==> config.mk <==
export PLATFORM = sky130hd
export DESIGN_NAME = ccip_c1_wr_arbiter_flat
export DESIGN_NICKNAME = d
export VERILOG_FILES = /design/src/rtl/ccip_c1_wr_arbiter_pkg.sv /design/src/rtl/ccip_c1_wr_arbiter_if.sv /design/src/rtl/ccip_rr_picker.sv /design/src/rtl/ccip_c1_wr_arbiter.sv /design/src/flat_wrapper.sv
export SDC_FILE = /design/constraint.sdc
export NUM_CORES = 1
export LEC_CHECK = 0
export ABC_AREA = 1
export ABC_CLOCK_PERIOD_IN_PS = 2110
export CAP_MARGIN = 20
export CORE_AREA = 2 2 715 717
export DETAILED_ROUTE_END_ITERATION = 7
export DIE_AREA = 0 0 717 719
export GPL_TIMING_DRIVEN = 0
export SYNTH_ARGS = -nofsm -noshare
export SYNTH_HDL_FRONTEND = slang
export SYNTH_HIERARCHICAL = 1
export SYNTH_SLANG_ARGS = --single-unit
==> constraint.sdc <==
create_clock -name pClk -period 2.11 [get_ports pClk]
set_input_delay 0.211 -clock pClk [delete_from_list [all_inputs] [get_ports pClk]]
set_output_delay 0.211 -clock pClk [all_outputs]
set_load 0.1 [all_outputs]
==> src/rtl/ccip_c1_wr_arbiter_pkg.sv <==
// CCI-P channel-1 types shared by the write arbiter, its requester interface
// and the round-robin picker.
package ccip_c1_wr_arbiter_pkg;

    typedef enum logic [3:0] {
        eREQ_WRLINE_I = 4'h0,
        eREQ_WRLINE_M = 4'h1,
        eREQ_WRPUSH_I = 4'h2,
        eREQ_WRFENCE  = 4'h4,
        eREQ_INTR     = 4'h6
    } t_ccip_c1_req;

    typedef enum logic [1:0] {
        eCL_LEN_1 = 2'b00,
        eCL_LEN_2 = 2'b01,
        eCL_LEN_4 = 2'b11
    } t_ccip_clLen;

    typedef enum logic {
        eARB_IDLE  = 1'b0,
        eARB_BURST = 1'b1
    } t_ccip_c1_arb_state;

    typedef struct packed {
        logic [1:0]   vc_sel;
        logic         sop;
        logic         rsvd1;
        t_ccip_clLen  cl_len;
        t_ccip_c1_req req_type;
        logic [5:0]   rsvd0;
        logic [41:0]  address;
        logic [15:0]  mdata;
    } t_ccip_c1_ReqMemHdr;

    typedef struct packed {
        logic [1:0]  vc_used;
        logic        rsvd1;
        logic        hit_miss;
        logic        format;
        logic        rsvd0;
        logic [1:0]  cl_num;
        logic [3:0]  resp_type;
        logic [15:0] mdata;
    } t_ccip_c1_RspMemHdr;

    typedef struct packed {
        t_ccip_c1_ReqMemHdr hdr;
        logic [511:0]       data;
        logic               valid;
    } t_if_ccip_c1_Tx;

    typedef struct packed {
        t_ccip_c1_RspMemHdr hdr;
        logic               rspValid;
    } t_if_ccip_c1_Rx;

    // Beats still owed after the sop beat of a multi-line write.
    function automatic logic [1:0] ccip_cl_len_beats_left(input t_ccip_clLen len);
        case (len)
            eCL_LEN_2: return 2'd1;
            eCL_LEN_4: return 2'd3;
            default:   return 2'd0;
        endcase
    endfunction

endpackage

==> src/rtl/ccip_c1_wr_arbiter_if.sv <==
// Requester-side bundle of the channel-1 write arbiter: request beats in,
// ready and routed write responses out.
interface ccip_c1_wr_arbiter_if #(
    parameter int NUM_REQ = 2
);
    import ccip_c1_wr_arbiter_pkg::*;

    logic [NUM_REQ-1:0]                    req_valid;
    t_ccip_c1_ReqMemHdr [NUM_REQ-1:0]      req_hdr;
    logic [NUM_REQ-1:0][511:0]             req_data;
    logic [NUM_REQ-1:0]                    req_ready;
    logic [NUM_REQ-1:0]                    rsp_valid;
    t_ccip_c1_RspMemHdr                    rsp_hdr;

    modport master (
        output req_valid, req_hdr, req_data,
        input  req_ready, rsp_valid, rsp_hdr
    );

    modport slave (
        input  req_valid, req_hdr, req_data,
        output req_ready, rsp_valid, rsp_hdr
    );
endinterface

==> src/rtl/ccip_rr_picker.sv <==
// Combinational round-robin find-first: lowest index at or after ptr_i
// (wrapping) whose request bit is set.
module ccip_rr_picker #(
    parameter int N     = 2,
    parameter int IDX_W = 2
) (
    input  logic [N-1:0]     req_i,
    input  logic [IDX_W-1:0] ptr_i,
    output logic             found_o,
    output logic [IDX_W-1:0] idx_o
);
    logic hit_s;

    // Walk positions in priority order; the first hit wins and masks the rest.
    always_comb begin
        found_o = 1'b0;
        idx_o   = '0;
        hit_s   = 1'b0;
        for (int k = 0; k < N; k++) begin
            for (int j = 0; j < N; j++) begin
                hit_s   = ~found_o & req_i[j] & (j == ((int'(ptr_i) + k) % N));
                idx_o   = hit_s ? IDX_W'(j) : idx_o;
                found_o = found_o | hit_s;
            end
        end
    end
endmodule

==> src/rtl/ccip_c1_wr_arbiter.sv <==
// Shares the CCI-P c1 TX port among NUM_REQ requesters with packet-granular
// round-robin, tags mdata with the requester ID and routes responses back.
module ccip_c1_wr_arbiter
    import ccip_c1_wr_arbiter_pkg::*;
#(
    parameter int NUM_REQ = 2,
    parameter int ID_LSB  = 14
) (
    input  logic                 pClk,
    input  logic                 pck_cp2af_softReset,
    ccip_c1_wr_arbiter_if.slave  req_if,
    input  logic                 c1TxAlmFull,
    output t_if_ccip_c1_Tx       c1Tx,
    input  t_if_ccip_c1_Rx       c1Rx,
    output logic                 err
);
    t_ccip_c1_arb_state state_q, state_d;
    logic [1:0]         rr_ptr_q, rr_ptr_d, owner_q, owner_d;
    logic [1:0]         beats_left_q, beats_left_d, burst_len;
    logic [3:0]         stall_cnt_q, stall_cnt_d;
    logic               err_q, err_d;
    t_if_ccip_c1_Tx     c1tx_q, c1tx_d;
    logic [NUM_REQ-1:0] rsp_valid_q, rsp_valid_d;
    t_ccip_c1_RspMemHdr rsp_hdr_q, rsp_hdr_d;

    logic [NUM_REQ-1:0] sop_vec, eligible, ready;
    logic               pick_found, owner_vld, grant_vld, stall_cond, rsp_bad;
    logic [1:0]         pick_idx, grant_idx, rsp_id;
    t_ccip_c1_ReqMemHdr grant_hdr;
    logic [511:0]       grant_data;

    function automatic logic [1:0] ptr_after(input logic [1:0] idx);
        return (32'(idx) >= NUM_REQ - 1) ? 2'd0 : idx + 2'd1;
    endfunction

    // Per-requester sop flags and whether the burst owner has a beat ready.
    always_comb begin
        sop_vec   = '0;
        owner_vld = 1'b0;
        for (int i = 0; i < NUM_REQ; i++) begin
            sop_vec[i] = req_if.req_hdr[i].sop;
            owner_vld  = owner_vld | (req_if.req_valid[i] & (owner_q == 2'(i)));
        end
    end

    assign eligible = req_if.req_valid & sop_vec;

    ccip_rr_picker #(.N(NUM_REQ), .IDX_W(2)) u_picker (
        .req_i   (eligible),
        .ptr_i   (rr_ptr_q),
        .found_o (pick_found),
        .idx_o   (pick_idx)
    );

    // FSM state register.
    always_ff @(posedge pClk) begin
        if (pck_cp2af_softReset) begin
            state_q      <= eARB_IDLE;
            rr_ptr_q     <= 2'd0;
            owner_q      <= 2'd0;
            beats_left_q <= 2'd0;
        end else begin
            state_q      <= state_d;
            rr_ptr_q     <= rr_ptr_d;
            owner_q      <= owner_d;
            beats_left_q <= beats_left_d;
        end
    end

    // FSM next state: fences, interrupts and 1-CL writes never open a burst.
    always_comb begin
        state_d      = state_q;
        rr_ptr_d     = rr_ptr_q;
        owner_d      = owner_q;
        beats_left_d = beats_left_q;
        burst_len    = ((grant_hdr.req_type == eREQ_WRLINE_I) || (grant_hdr.req_type == eREQ_WRLINE_M))
                     ? ccip_cl_len_beats_left(grant_hdr.cl_len) : 2'd0;
        case (state_q)
            eARB_IDLE: begin
                if (grant_vld && (burst_len != 2'd0)) begin
                    state_d      = eARB_BURST;
                    owner_d      = grant_idx;
                    beats_left_d = burst_len;
                end else if (grant_vld) begin
                    rr_ptr_d = ptr_after(grant_idx);
                end else begin
                    rr_ptr_d = rr_ptr_q;
                end
            end
            eARB_BURST: begin
                if (grant_vld) begin
                    beats_left_d = beats_left_q - 2'd1;
                    if (beats_left_q == 2'd1) begin
                        state_d  = eARB_IDLE;
                        rr_ptr_d = ptr_after(owner_q);
                    end else begin
                        state_d = eARB_BURST;
                    end
                end else begin
                    state_d = eARB_BURST;
                end
            end
            default: state_d = eARB_IDLE;
        endcase
    end

    // FSM outputs: grant selection; burst beats ignore AlmFull (at most 3 remain).
    always_comb begin
        grant_vld = 1'b0;
        grant_idx = owner_q;
        ready     = '0;
        case (state_q)
            eARB_IDLE: begin
                grant_vld = pick_found & ~c1TxAlmFull & ~pck_cp2af_softReset;
                grant_idx = pick_idx;
            end
            eARB_BURST: begin
                grant_vld = owner_vld & ~pck_cp2af_softReset;
                grant_idx = owner_q;
            end
            default: begin
                grant_vld = 1'b0;
                grant_idx = owner_q;
            end
        endcase
        for (int i = 0; i < NUM_REQ; i++) begin
            ready[i] = grant_vld & (grant_idx == 2'(i));
        end
    end

    // Header/data mux for the granted requester.
    always_comb begin
        grant_hdr  = '0;
        grant_data = '0;
        for (int i = 0; i < NUM_REQ; i++) begin
            grant_hdr  = (grant_idx == 2'(i)) ? req_if.req_hdr[i]  : grant_hdr;
            grant_data = (grant_idx == 2'(i)) ? req_if.req_data[i] : grant_data;
        end
    end

    // Datapath next state: TX stage, response routing, error detection.
    always_comb begin
        c1tx_d       = c1tx_q;
        c1tx_d.valid = grant_vld;
        if (grant_vld) begin
            c1tx_d.hdr                     = grant_hdr;
            c1tx_d.hdr.mdata[ID_LSB +: 2]  = grant_idx;
            c1tx_d.data                    = grant_data;
        end else begin
            c1tx_d.hdr  = c1tx_q.hdr;
            c1tx_d.data = c1tx_q.data;
        end

        rsp_id      = c1Rx.hdr.mdata[ID_LSB +: 2];
        rsp_bad     = c1Rx.rspValid & ~(32'(rsp_id) < 32'(NUM_REQ));
        rsp_valid_d = '0;
        rsp_hdr_d   = rsp_hdr_q;
        if (c1Rx.rspValid && !rsp_bad) begin
            rsp_hdr_d                    = c1Rx.hdr;
            rsp_hdr_d.mdata[ID_LSB +: 2] = 2'b00;
            for (int i = 0; i < NUM_REQ; i++) begin
                rsp_valid_d[i] = (rsp_id == 2'(i));
            end
        end else begin
            rsp_hdr_d = rsp_hdr_q;
        end

        // A lone valid requester with no sop can never be granted: count it.
        stall_cond  = (state_q == eARB_IDLE) & $onehot(req_if.req_valid) & ~(|eligible);
        stall_cnt_d = stall_cond ? ((stall_cnt_q == 4'hF) ? 4'hF : stall_cnt_q + 4'd1) : 4'd0;

        err_d = err_q
              | ((state_q == eARB_BURST) & grant_vld & grant_hdr.sop)
              | (stall_cond & (stall_cnt_q == 4'hF))
              | rsp_bad;
    end

    // Datapath registers.
    always_ff @(posedge pClk) begin
        if (pck_cp2af_softReset) begin
            c1tx_q      <= '0;
            rsp_valid_q <= '0;
            rsp_hdr_q   <= '0;
            stall_cnt_q <= 4'd0;
            err_q       <= 1'b0;
        end else begin
            c1tx_q      <= c1tx_d;
            rsp_valid_q <= rsp_valid_d;
            rsp_hdr_q   <= rsp_hdr_d;
            stall_cnt_q <= stall_cnt_d;
            err_q       <= err_d;
        end
    end

    assign c1Tx             = c1tx_q;
    assign err              = err_q;
    assign req_if.req_ready = ready;
    assign req_if.rsp_valid = rsp_valid_q;
    assign req_if.rsp_hdr   = rsp_hdr_q;

endmodule
==> src/flat_wrapper.sv <==
// flat-port wrapper written by rule: the top's interface ports become plain ports
module ccip_c1_wr_arbiter_flat import ccip_c1_wr_arbiter_pkg::*;
#(
    parameter int NUM_REQ = 2,
    parameter int ID_LSB  = 14
)
  (pClk, pck_cp2af_softReset, c1TxAlmFull, c1Tx, c1Rx, err, req_if_req_valid, req_if_req_hdr, req_if_req_data, req_if_req_ready, req_if_rsp_valid, req_if_rsp_hdr);
  ccip_c1_wr_arbiter_if #(.NUM_REQ(NUM_REQ)) req_if_i ();
  input  logic pClk;
  input  logic pck_cp2af_softReset;
  input  logic c1TxAlmFull;
  output t_if_ccip_c1_Tx c1Tx;
  input  t_if_ccip_c1_Rx c1Rx;
  output logic err;
  input wire logic [$bits(req_if_i.req_valid)-1:0] req_if_req_valid;
  input wire logic [$bits(req_if_i.req_hdr)-1:0] req_if_req_hdr;
  input wire logic [$bits(req_if_i.req_data)-1:0] req_if_req_data;
  output wire logic [$bits(req_if_i.req_ready)-1:0] req_if_req_ready;
  output wire logic [$bits(req_if_i.rsp_valid)-1:0] req_if_rsp_valid;
  output wire logic [$bits(req_if_i.rsp_hdr)-1:0] req_if_rsp_hdr;
  assign req_if_i.req_valid = req_if_req_valid;
  assign req_if_i.req_hdr = req_if_req_hdr;
  assign req_if_i.req_data = req_if_req_data;
  assign req_if_req_ready = req_if_i.req_ready;
  assign req_if_rsp_valid = req_if_i.rsp_valid;
  assign req_if_rsp_hdr = req_if_i.rsp_hdr;
  ccip_c1_wr_arbiter #(.NUM_REQ(NUM_REQ), .ID_LSB(ID_LSB)) u_core (.pClk(pClk), .pck_cp2af_softReset(pck_cp2af_softReset), .req_if(req_if_i), .c1TxAlmFull(c1TxAlmFull), .c1Tx(c1Tx), .c1Rx(c1Rx), .err(err));
endmodule
==> results.ini, run 1 <==
[routing]
first_pass_iters=6
finalWirelength_mm=468
avgRoutedWirePerCell_um=34.6
vias_per_cell=3.14
drt-initial-drc-count=3401
drc=0
via_count=42500
postRouteAntennaNets=0

[floorplanning]
row_count=262
start_util_pct=4.94
core-area_sq_mm=0.508
die-height_um=719
io_pins=1826
dieArea_sq_mm=0.516
die-width_um=717

[clock_network]
clk_latency_ns=0.85
htreeDepth=3
cts_root_buf=clkbuf_16
clockBufferDepth=4
cts_sinks=626
cts_tree=done
clk_pin_slew_worst_paths_ns=0.06
cts_made_buffers=97

[synth]
synthesis.instances=3437
synthesis.area_sq_mm=0.0251
synth_area_per_cell_sq_um=7.29
ys.warnings.count=6

[power_and_ir_drop]
ir_drop_mv=0.575
power_density_mw_per_mm2=643
p_leak_nw=27.9

[layout]
fin_area_sq_mm=0.0746
nNetsFinal=7827
multi_input_area_sq_mm=0.0152
area_growth_pct=198
fillCellCount=57300
drive_above_1_share_pct=27.2
fin_util_pct=14.7
regArea_sq_mm=0.0125

[grt]
grt_max_degree=14
grt_pass1_vias=40300
grt_pass1_wl_mm=545
antenna_found_initial=436
gr-total-overflow=0
grt_use_total_pct=17.1

[setup_path]
start_kind=flip-flop
crit_fanout=4
cp.arrival_ns=2.45
cp-end-kind=output pin
crit_type=flip-flop to output pin
critPathRequiredTime_ns=1.90

[sta]
hold_slack_ns=0.0515
setup-tns-final_ns=-165.73
timing.fmax_mhz=375
fin_crit_ns=2.67
finalWorstSetupSlack_ns=-0.555
slew_violations=0
hold_viol=0
period_share_pct=126
tightest_slew_ns=1.39
max_slew_margin_pct=7.33
finClkSkew_ns=0.0528
setup-violations-final=556
rsz0062_at_grt=true

[status]
violations=setup timing
status=complete, but fails checks

[placement]
dp_hpwl_mm=406
io_buffers=1818
gp_congestion=0.984
post-place-ws_ns=-3.35
placed_cell_area_sq_mm=0.0538

[job]
drv_cap=0

[worst_hold_path]
hold_path.class=input port to flip-flop

==> registers in the layout (all words and copies together) (netlist names) <==
register,count
u_core/state_q,1
u_core/req_if.rsp_valid,2
u_core/owner_q,2
u_core/c1Tx,587
u_core/stall_cnt_q,4
u_core/req_if.rsp_hdr,26
u_core/rr_ptr_q,1
u_core/err,1
u_core/beats_left_q,2
==> per-stage QoR <==
step                total power [mW]  std cells
finish                          48.0      13500
detailed placement              26.3      12100
global placement                25.9      12000
global route                    49.5      13500
CTS                             47.9      13300
floorplan                       19.3       3438
==> area by class of cell <==
cell class	count	area share, %
Timing Repair Buffer	3103	43.0
Multi-Input combinational cell	2515	20.3
Sequential cell	626	16.8
Tap cell	6732	11.3
Clock buffer	126	3.64
Buffer	245	3.53
Clock inverter	48	0.850
Antenna cell	128	0.429
Inverter	26	0.153
==> worst max-delay path, cell delays in order, from the launching register on <==
cell and delay (ns):
dfxtp_4 0.37, inv_4 0.08, ha_4 0.15, nand2_4 0.06, nand3_4 0.07, nand3_4 0.11
buf_12 0.17, buf_16 0.14, buf_8 0.13, nor2_4 0.09, buf_12 0.18
==> report_power, final <==
part / total [mW] / internal, mW / switching (mW)
Clock: 18.0 / 10.5 / 7.53
Combinational: 17.0 / 6.25 / 10.7
Sequential: 13.0 / 12.5 / 0.539
Total: 48.0 / 29.2 / 18.8
==> layout by cell type, fill, tap and decap left out, types with 98 or more instances in the layout <==
cell	instances
clkbuf_16	138
clkbuf_4	98
nand2_4	179
nand2_2	219
clkbuf_2	363
dlygate4sd3_1	919
clkdlybuf4s50_1	1200
dfxtp_1	615
nand2_1	1314
diode_2	128
buf_12	194
a31oi_1	510
==> final timing paths <==
| kind | startpoint | end | slack (ns) | cells after the start |
|---|---|---|---|---|
| max | u_core/owner_q[0]$_SDFFE_PP0P_ | req_if_req_ready[0] | -0.56 | 10 |
| min | req_if_req_data[420] | u_core/c1Tx[421]$_SDFFE_PP0N_ | 0.05 | 3 |
| max reg2reg | u_core/state_q$_SDFF_PP0_ | u_core/c1Tx[261]$_SDFFE_PP0N_ | -0.47 | 16 |
| min reg2reg | u_core/stall_cnt_q[0]$_SDFF_PP0_ | u_core/stall_cnt_q[0]$_SDFF_PP0_ | 0.48 | 1 |
==> layer usage <==
metal  vias up  track usage (%)  wire length, um
met5         -                0             1880
li1      18000                -                -
met1     20400             20.9           189000
met4       290             5.48            20100
met2      2810             26.4           201000
met3      1044             8.12            56100
==> what timing repair did <==
action | in CTS | in global routing
hold buffers | 918 | 1
buffers inserted | 116 | 109
pin swaps | 73 | 214
cloned | 31 | 41
setup endpoints to repair | 1206 | 1151
gates resized for setup | 928 | 2040
hold endpoints to repair | 596 | 1
No activity file was read; power rests on OpenSTA's default activity.
==> run 2, diff against run 1 <==
--- a/config.mk
+++ b/config.mk
@@ -7,11 +7,14 @@
 export LEC_CHECK = 0
 export ABC_AREA = 1
 export ABC_CLOCK_PERIOD_IN_PS = 2110
-export CAP_MARGIN = 20
-export CORE_AREA = 2 2 715 717
+export CAP_MARGIN = 5
+export CELL_PAD_IN_SITES_DETAIL_PLACEMENT = 0
+export CELL_PAD_IN_SITES_GLOBAL_PLACEMENT = 1
+export CORE_AREA = 2 2 703 705
 export DETAILED_ROUTE_END_ITERATION = 7
-export DIE_AREA = 0 0 717 719
+export DIE_AREA = 0 0 705 707
 export GPL_TIMING_DRIVEN = 0
+export PLACE_DENSITY_LB_ADDON = 0.1
 export SYNTH_ARGS = -nofsm -noshare
 export SYNTH_HDL_FRONTEND = slang
 export SYNTH_HIERARCHICAL = 1
==> run 2 against run 1 <==
Effect of this change: the flow still finishes with violations (setup timing); largest cell class unchanged; sequential share of layout area is 1.4 points higher; worst setup slack got worse by 0.15 ns; fmax fell by 5.2%; non-clock buffer count down 64; routed wire length down 19%; final cell count is 2.1% lower; clock power is 6% higher.
==> results.ini, run 2 (synthesis results as in run 1) <==
[power_and_ir_drop]
p_sw_share_pct=37.8  ; was 39.2%
p_leak_nw=23.1  ; was 27.9 nW
pwr-share-clk_pct=40.5  ; was 37.5%
p_seq_share_pct=27.5  ; was 27.1%
power.internal_mw=29.3  ; was 29.2 mW
power.switching_mw=17.8  ; was 18.8 mW
power_density_mw_per_mm2=684  ; was 643 mW/mm^2
ir_drop_mv=0.602  ; was 0.575 mV
p_comb_share_pct=31.9  ; was 35.4%

[sta]
finalWorstSetupSlack_ns=-0.703  ; was -0.555 ns
tightest_slew_ns=1.37  ; was 1.39 ns
max_slew_margin_pct=9.04  ; was 7.33%
fin_crit_ns=2.81  ; was 2.67 ns
finClkSkew_ns=0.0759  ; was 0.0528 ns
period_share_pct=133  ; was 126%
rsz0062_at_grt=true  ; unchanged
setup-violations-final=1064  ; was 556
timing.fmax_mhz=356  ; was 375 MHz
slew_violations=0  ; unchanged
hold_viol=0  ; unchanged

[setup_path]
critPathRequiredTime_ns=2.83  ; was 1.90 ns
crit_fanout=6  ; was 4
cp.arrival_ns=3.53  ; was 2.45 ns
cp-end-kind=flip-flop  ; was output pin
crit_type=flip-flop to flip-flop  ; was flip-flop to output pin
start_kind=flip-flop  ; unchanged

[placement]
dp_hpwl_mm=326  ; was 406 mm
io_buffers=1818  ; unchanged
post-place-ws_ns=-3.76  ; was -3.35 ns
gp_congestion=0.859  ; was 0.984
placed_cell_area_sq_mm=0.0518  ; was 0.0538 sq mm

[layout]
drive_above_1_share_pct=11.7  ; was 27.2%
fillCellCount=56500  ; was 57300
fin_area_sq_mm=0.0689  ; was 0.0746 sq mm
largest_reg_flops=587  ; unchanged
final_cell_mix=1664 x nand2_1, 1613 x clkdlybuf4s50_1, 1053 x dlygate4sd3_1  ; was 1314 x nand2_1, 1200 x clkdlybuf4s50_1, 919 x dlygate4sd3_1
layout_commonest_cell=nand2_1  ; unchanged
area_growth_pct=175  ; was 198%
nNetsFinal=7777  ; was 7827

[clock_network]
cts_sinks=626  ; unchanged
clockBufferDepth=4  ; unchanged
cts_root_buf=clkbuf_16  ; unchanged
clk_pin_slew_worst_paths_ns=0.06  ; about the same
clk_latency_ns=0.86  ; was 0.85 ns
cts_tree=done  ; unchanged
cts_made_buffers=111  ; was 97
htreeDepth=3  ; unchanged

[status]
status=complete, but fails checks  ; unchanged
violations=setup timing  ; unchanged

[routing]
drt-initial-drc-count=1630  ; was 3401
drc=0  ; unchanged
via_count=38500  ; was 42500
first_pass_iters=8  ; was 6
finalWirelength_mm=379  ; was 468 mm
avgRoutedWirePerCell_um=28.6  ; was 34.6 um
vias_per_cell=2.90  ; was 3.14
postRouteAntennaNets=0  ; unchanged

[floorplanning]
row_count=258  ; was 262
start_util_pct=5.10  ; was 4.94%
io_pins=1826  ; unchanged
dieArea_sq_mm=0.498  ; was 0.516 sq mm
die-height_um=707  ; was 719 um
die-width_um=705  ; was 717 um
core-area_sq_mm=0.492  ; was 0.508 sq mm

[grt]
grt_pass1_vias=41200  ; was 40300
gr-total-overflow=0  ; unchanged
grt_max_degree=16  ; was 14
grt_pass1_wl_mm=471  ; was 545 mm
antenna_found_initial=305  ; was 436
grt_use_total_pct=14.6  ; was 17.1%

[job]
drv_cap=0  ; unchanged

[worst_hold_path]
hold_path.class=input port to flip-flop  ; unchanged

-- run 2: changes by cell type in the layout (fill, tap and decap cells not counted), sizes merged --
cell / previous run / this run
clkdlybuf4s15: 1 / 2
inv: 34 / 27
clkbuf: 693 / 338
bufinv: 11 / 4
clkdlybuf4s50: 1200 / 1613
clkinvlp: 9 / 2
dlymetal6s2s: 89 / 0
buf: 568 / 392
dlygate4sd2: 0 / 67
diode: 128 / 114
dlygate4sd3: 919 / 1053
clkdlybuf4s18: 4 / 0
clkinv: 20 / 10
-- run 2: per-stage QoR --
stage,power [mW],util (%),hold slack [ns],instances,TNS [ns]
after detailed placement,25.7,10.5,0.465,11800,-1664.61
after global placement,25.7,10.5,0.467,11800,-1704.77
after global routing,49.3,14.0,0.0201,13200,-545.44
final,47.1,14.0,0.0782,13300,-411.26
after floorplan,19.3,-,0.283,3438,0
after CTS,48.7,13.9,0.00228,13100,-646.76
-- run 2: timing repair --
item / 4_1_cts / 5_1_grt
pin swaps: 13 / 38
hold buffers: 1053 / 0
resized for setup: 627 / 363
setup buffers: 84 / 32
setup endpoints to repair: 1208 / 1164
hold endpoints to repair: 604 / 0
gates cloned: 11 / 7
-- run 2: power groups by stage --
stage                     combinational [mW]  sequential (mW)  clock, mW
after CTS                               15.3             13.0       20.4
after floorplan                         1.80             17.6          0
after global routing                    15.8             13.1       20.5
after global placement                  12.5             13.2          0
final                                   15.1             13.0       19.1
after detailed placement                12.5             13.2          0
-- run 2: worst max-delay path, cell delays in order, from the launching register on --
cell and delay [ns]:
dfxtp_4 0.35, buf_8 0.14, o21ai_4 0.17, inv_2 0.08, buf_6 0.11, buf_4 0.12
buf_4 0.12, buf_4 0.12, buf_4 0.12, buf_4 0.12, buf_4 0.12, buf_4 0.12
buf_4 0.12, buf_4 0.12, buf_4 0.12, buf_4 0.12, buf_4 0.12, buf_4 0.11
buf_4 0.12, nand4_1 0.07, a21oi_1 0.06
-- run 2: path summary, 6_finish.rpt --
path	cells past startpoint	startpoint	slack (ns)	to
worst min-delay path	3	req_if_req_data[125]	0.08	u_core/c1Tx[126]$_SDFFE_PP0N_
worst min register to register	1	u_core/stall_cnt_q[0]$_SDFF_PP0_	0.47	u_core/stall_cnt_q[0]$_SDFF_PP0_
worst max register to register	20	u_core/state_q$_SDFF_PP0_	-0.70	u_core/owner_q[0]$_SDFFE_PP0P_
worst max-delay path	20	u_core/state_q$_SDFF_PP0_	-0.70	u_core/owner_q[0]$_SDFFE_PP0P_
-- run 2: area by class of cell --
| cell class | instances | area [sq um] | share of cell area, % |
|---|---|---|---|
| Clock inverter | 17 | 226 | 0.329 |
| Sequential cell | 626 | 12500 | 18.2 |
| Timing Repair Buffer | 3020 | 30300 | 43.9 |
| Buffer | 264 | 2190 | 3.18 |
| Antenna cell | 114 | 285 | 0.414 |
| Multi-Input combinational cell | 2515 | 11800 | 17.1 |
| Tap cell | 6500 | 8130 | 11.8 |
| Clock buffer | 181 | 3370 | 4.89 |
| Inverter | 26 | 110 | 0.160 |
-- run 2: routing by layer --
metal	global-route usage [%]	part of all wire, %	wire [um]
met5	0	0.095	359
met4	2.98	2.6	10000
met3	4.64	7.3	27600
met2	27.2	51	195000
met1	16.0	38	146000
